[src/rtl/noc_pkg.sv]
// Shared NoC definitions: flit layout constants, injector FSM states and a flit builder.
package noc_pkg;

  localparam int FLIT_W    = 8;
  localparam int COORD_W   = 2;
  localparam int DEST_X_HI = 7;
  localparam int DEST_X_LO = 6;
  localparam int DEST_Y_HI = 5;
  localparam int DEST_Y_LO = 4;
  localparam int PAYLOAD_W = 4;

  typedef enum logic [0:0] {
    INJ_IDLE = 1'b0,
    INJ_SEND = 1'b1
  } inj_state_t;

  function automatic logic [FLIT_W-1:0] noc_make_flit(
    input logic [COORD_W-1:0]   dx,
    input logic [COORD_W-1:0]   dy,
    input logic [PAYLOAD_W-1:0] slice
  );
    logic [FLIT_W-1:0] f;
    f = '0;
    f[DEST_X_HI:DEST_X_LO] = dx;
    f[DEST_Y_HI:DEST_Y_LO] = dy;
    f[PAYLOAD_W-1:0]       = slice;
    return f;
  endfunction

endpackage

[src/rtl/noc_local_injector_if.sv]
// Core-to-injector message handshake plus injector-to-router flit link.
interface noc_local_injector_if #(
  parameter int WIDTH = 8,
  parameter int MSG_W = 16
) ();

  logic             msg_valid;
  logic             msg_ready;
  logic [MSG_W-1:0] msg_data;
  logic [1:0]       msg_dest_x;
  logic [1:0]       msg_dest_y;
  logic [WIDTH-1:0] flit_data;
  logic             flit_valid;
  logic             flit_ready;

  // master: the injector itself; slave: the core/router side around it
  modport master (
    input  msg_valid, msg_data, msg_dest_x, msg_dest_y, flit_ready,
    output msg_ready, flit_data, flit_valid
  );

  modport slave (
    output msg_valid, msg_data, msg_dest_x, msg_dest_y, flit_ready,
    input  msg_ready, flit_data, flit_valid
  );

endinterface

[src/rtl/noc_local_injector.sv]
// Local-port network interface: splits one core message into XY-headed flits for the router.
// Optional flit/message counters are built when NOC_INJ_STATS_EN is defined.
module noc_local_injector
  import noc_pkg::*;
#(
  parameter int WIDTH = FLIT_W,
  parameter int MSG_W = 16
) (
  input  logic                clk,
  input  logic                rst_n,
  noc_local_injector_if.master link,
  output logic                busy,
  output logic [15:0]         stat_flits,
  output logic [15:0]         stat_msgs
);

  localparam int SLICE_W = WIDTH - 4;
  localparam int NFLITS  = MSG_W / SLICE_W;
  localparam int IDX_W   = (NFLITS > 1) ? $clog2(NFLITS) : 1;
  localparam logic [IDX_W-1:0] LAST_IDX = IDX_W'(NFLITS - 1);

  localparam logic [0:0] ST_IDLE = INJ_IDLE;
  localparam logic [0:0] ST_SEND = INJ_SEND;

  logic [0:0]         state;
  logic [IDX_W-1:0]   idx;
  logic [MSG_W-1:0]   shreg;
  logic [COORD_W-1:0] dest_x;
  logic [COORD_W-1:0] dest_y;

  logic sending;
  logic xfer;
  logic last;
  logic accept;

  assign sending = (state == ST_SEND);
  assign xfer    = sending && link.flit_ready;
  assign last    = (idx == LAST_IDX);
  // Ready during the last-flit transfer lets the next message follow with no bubble
  assign link.msg_ready  = !sending || (xfer && last);
  assign accept          = link.msg_valid && link.msg_ready;
  assign link.flit_valid = sending;
  assign busy            = sending;

  // NOTE: sequential state uses non-blocking assignments so every register samples pre-edge values.
  always_ff @(posedge clk or negedge rst_n) begin
    if (!rst_n) begin
      state  <= ST_IDLE;
      idx    <= '0;
      shreg  <= '0;
      dest_x <= '0;
      dest_y <= '0;
    end else if (accept) begin
      state  <= ST_SEND;
      idx    <= '0;
      shreg  <= link.msg_data;
      dest_x <= link.msg_dest_x;
      dest_y <= link.msg_dest_y;
    end else if (xfer) begin
      shreg <= shreg >> SLICE_W;
      idx   <= idx + 1'b1;
      if (last) state <= ST_IDLE;
    end
  end

  // The current slice always sits in the low bits of the shift register
  generate
    if (WIDTH == FLIT_W) begin : g_std_flit
      assign link.flit_data = sending ? noc_make_flit(dest_x, dest_y, shreg[PAYLOAD_W-1:0]) : '0;
    end else begin : g_param_flit
      assign link.flit_data = sending ? {dest_x, dest_y, shreg[SLICE_W-1:0]} : '0;
    end
  endgenerate

`ifdef NOC_INJ_STATS_EN
  always_ff @(posedge clk or negedge rst_n) begin
    if (!rst_n) begin
      stat_flits <= '0;
      stat_msgs  <= '0;
    end else if (xfer) begin
      stat_flits <= stat_flits + 16'd1;
      if (last) stat_msgs <= stat_msgs + 16'd1;
    end
  end
`else
  assign stat_flits = 16'h0;
  assign stat_msgs  = 16'h0;
`endif

endmodule

[src/flat_wrapper.sv]
// flat-port wrapper written by rule: the top's interface ports become plain ports
module noc_local_injector_flat import noc_pkg::*;
#(
  parameter int WIDTH = FLIT_W,
  parameter int MSG_W = 16
)
  (clk, rst_n, busy, stat_flits, stat_msgs, link_msg_valid, link_msg_data, link_msg_dest_x, link_msg_dest_y, link_flit_ready, link_msg_ready, link_flit_data, link_flit_valid);
  noc_local_injector_if #(.WIDTH(WIDTH), .MSG_W(MSG_W)) link_i ();
  input  logic clk;
  input  logic rst_n;
  output logic busy;
  output logic [15:0] stat_flits;
  output logic [15:0] stat_msgs;
  input wire logic [$bits(link_i.msg_valid)-1:0] link_msg_valid;
  input wire logic [$bits(link_i.msg_data)-1:0] link_msg_data;
  input wire logic [$bits(link_i.msg_dest_x)-1:0] link_msg_dest_x;
  input wire logic [$bits(link_i.msg_dest_y)-1:0] link_msg_dest_y;
  input wire logic [$bits(link_i.flit_ready)-1:0] link_flit_ready;
  output wire logic [$bits(link_i.msg_ready)-1:0] link_msg_ready;
  output wire logic [$bits(link_i.flit_data)-1:0] link_flit_data;
  output wire logic [$bits(link_i.flit_valid)-1:0] link_flit_valid;
  assign link_i.msg_valid = link_msg_valid;
  assign link_i.msg_data = link_msg_data;
  assign link_i.msg_dest_x = link_msg_dest_x;
  assign link_i.msg_dest_y = link_msg_dest_y;
  assign link_i.flit_ready = link_flit_ready;
  assign link_msg_ready = link_i.msg_ready;
  assign link_flit_data = link_i.flit_data;
  assign link_flit_valid = link_i.flit_valid;
  noc_local_injector #(.WIDTH(WIDTH), .MSG_W(MSG_W)) u_core (.clk(clk), .rst_n(rst_n), .link(link_i), .busy(busy), .stat_flits(stat_flits), .stat_msgs(stat_msgs));
endmodule
[config.mk]
export PLATFORM = sky130hd
export DESIGN_NAME = noc_local_injector_flat
export DESIGN_NICKNAME = d
export VERILOG_FILES = /design/src/rtl/noc_pkg.sv /design/src/rtl/noc_local_injector_if.sv /design/src/rtl/noc_local_injector.sv /design/src/flat_wrapper.sv
export SDC_FILE = /design/constraint.sdc
export NUM_CORES = 1
export LEC_CHECK = 0
export CAP_MARGIN = 20
export CORE_UTILIZATION = 36
export CTS_CLUSTER_DIAMETER = 150
export DETAILED_ROUTE_END_ITERATION = 10
export GPL_TIMING_DRIVEN = 0
export PLACE_DENSITY = 0.77
export SLEW_MARGIN = 20
export SYNTH_ARGS = -nofsm -noshare
export SYNTH_HDL_FRONTEND = slang
export SYNTH_SLANG_ARGS = --single-unit
[constraint.sdc]
create_clock -name clk -period 1.5 [get_ports clk]
set_input_delay 0.3 -clock clk [delete_from_list [all_inputs] [get_ports clk]]
set_output_delay 0.3 -clock clk [all_outputs]
set_load 0.03 [all_outputs]
==> reports/results.ini <==
[final_layout]
area_growth_pct = 50.4
nFillCells = 309
drive_gt1_share_pct = 38.9
final_cell_area_sq_um = 2020
layout.cells.non_filler = 257
antenna_cells = 0
final_nets = 237

[global_route]
grt_usage_pct = 14.8
globalRoute.busiestLayer = met2
grt_use_met3_pct = 2.74
use_met2_pct = 25.3
grt_max_degree = 24
antenna_found_initial = 0
met1_usage_pct = 17.8
gr-total-overflow = 0
grt_pass1_wl_um = 4500
grt_pass1_vias = 934

[logic_synthesis]
synth.distinct_cells = 21
synth_warnings = 0
synth-main-ff-cell = dfrtp_1
ys_seq_area_share_pct = 43.0
ys_seq_elements = 23
syn_area_per_cell_sq_um = 9.93
async_flop_share_pct = 100
netlist_instances = 135
synth_area_sq_um = 1340
synth-edff-count = 0

[job]
cap_violations = 0

[floorplan]
core_sq_um = 3440
die_h_um = 63.0
die_w_um = 63.0
dieArea_sq_um = 3970
start_util_pct = 38.9
ios = 67
rows = 21

[detailed_routing]
via_count = 1069
drcViolationCount = 0
wl_per_cell_um = 10.8
routed_wl_um = 2780
dr.first_iter.drc_count = 31
drtAntennaViolNets = 0
viasPerCell = 4.16
drt_pass1_iterations = 4

[power]
p_leak_uw = 0.00104
power_density_nw_per_um2 = 1470
irDropWorstVdd_mv = 0.516

[worst_setup_path]
worstPathArrival_ns = 1.35
cp_max_fo = 5
slowest_stage = dfrtp_1
cp_cell_sequence = ha_2, a21bo_4, clkbuf_16, buf_8
worstSetupEndpointType = output port
cp_top_family = flip-flops
cp.required_ns = 1.20
max_stage_delay_ns = 0.39
path_buf_inv = 2
crit_type = flip-flop to output port
worstSetupStartpointType = flip-flop

[outcome]
outcome = finished, violations left
violations = negative hold slack, negative setup slack

[timing]
hold_ws_ns = -0.00553
slew_headroom_pct = 66.5
fmax_mhz = 605
slew_violations = 0
setup_viol = 12
rsz0062_at_grt = true
final_hold_viol_count = 23
worst_slack_ns = -0.153
fin_skew_ns = 0.00322
worst_slew_pin_slew_ns = 0.503
period_minus_slack_ns = 1.65
fin_crit_sh_pct = 110

[cts]
cts-htree-levels = 1
clockBufferDepth = 2
hold_buffers = 0
cts_made_buffers = 3
clock_sinks = 23
clkTransAtPathRegs_ns = 0.08
cts_root_buf = clkbuf_8
clkLatencyLatePin_ns = 0.26
cts_tree = built

[place]
place_hpwl_um = 1880
place_congestion = 0.665
placed_cell_area_sq_um = 1860
dpl.cell_count = 245
port_buffers = 33

[min_path]
hold_path_class = input pin to async pin

-- stage by stage --
stage	setup WS, ns	hold slack, ns	power, uW	TNS, ns	util, %
after floorplan	-0.0138	0.00441	1950	-0.0276	-
after global routing	-0.195	0.0356	3150	-1.50	58.6
final	-0.153	-0.00553	2970	-0.799	58.6
after global placement	-0.828	0.487	2360	-7.31	53.9
after detailed placement	-0.837	0.493	2390	-8.41	53.9
after CTS	-0.193	0.439	2870	-1.23	57.0
-- timing repair --
action | 4_1_cts | 5_1_grt
gates cloned | 0 | 0
pin swaps | 7 | 3
hold endpoints to repair | 0 | 0
buffers inserted | 8 | 2
setup endpoints to repair | 14 | 30
resized for setup | 75 | 19
-- report_power, final --
| part | internal (uW) | switching, uW |
|---|---|---|
| sequential | 870 | 134 |
| combinational | 751 | 829 |
| clock | 190 | 194 |
-- routing by layer --
metal / vias up / routed length, um
li1: 538 / -
met1: 478 / 1120
met2: 46 / 1360
met3: 7 / 234
met4: 0 / 66
met5: - / 0
-- registers in the layout, summed over array words and instances (netlist names) --
signal         cells
u_core.busy        1
u_core.dest_x      2
u_core.dest_y      2
u_core.idx         2
u_core.shreg      16
-- worst reg2reg max path: cells and delay by family (launching register included) --
family	cells	cell delay, ns
multiplexers	1	0.28
AO/OA/AOI/OAI	1	0.23
AND/OR/NAND/NOR	1	0.17
flip-flops	1	0.39
adder cells (fa/ha/maj)	1	0.19
buffers and inverters	2	0.27
-- cell type report --
cell class / instances / area, sq um / share of cell area, %
clock buffer: 4 / 45.0 / 2.23
tap: 46 / 57.6 / 2.86
timing repair buffer: 43 / 379 / 18.8
multi-input combinational: 102 / 647 / 32.1
buffer: 39 / 310 / 15.4
sequential: 23 / 577 / 28.6
-- kinds of logic after synthesis --
family / Yosys count / synth area share (%)
buf+inv: 41 / 21.8
simple gates: 34 / 13.4
flops: 23 / 43.0
compound gates: 18 / 7.10
mux: 16 / 12.9
fa+ha+maj: 1 / 0.934
other cells: 1 / 0.280
xor+xnor: 1 / 0.654
-- cell usage after synthesis (2+ instances only) --
cell type	instances	share of area [%]
and2_1	8	3.7
buf_2	3	1.1
buf_4	34	19
clkbuf_1	3	0.84
dfrtp_1	23	43
mux2_2	2	1.7
mux2_4	2	2.2
mux2i_1	12	9.0
nand2_1	5	1.4
nand3_1	17	6.3
o21ai_0	16	6.0
-- cells in the final DEF, fill, tap and decap left out, types with 2 or more instances in the layout --
master,synthesis,layout
conb_1,1,32
buf_4,34,42
buf_6,1,4
clkdlybuf4s50_1,0,20
o21ai_1,0,6
nand2_1,5,5
mux2_4,2,2
mux2i_1,12,11
buf_2,3,9
mux2_2,2,2
and2_1,8,8
buf_8,0,2
nand3_1,17,17
o21ai_2,0,10
dfrtp_1,23,22
clkbuf_1,3,3
clkbuf_8,0,3
-- worst paths after layout --
path / from / endpoint / slack (ns) / depth (start not counted)
setup / recovery: u_core.idx[1] / link_msg_ready / -0.15 / 4
hold / removal: rst_n / u_core.busy / -0.006 / 1
setup reg to reg: u_core.idx[1] / u_core.dest_x[0] / -0.14 / 6
hold reg to reg: u_core.dest_y[1] / u_core.dest_y[1] / 0.51 / 1
max in group asynchronous: rst_n / u_core.busy / 1.14 / 1
min in group clk: link_flit_ready / u_core.idx[1] / 0.42 / 3
Power figures use the tool's default switching activity.
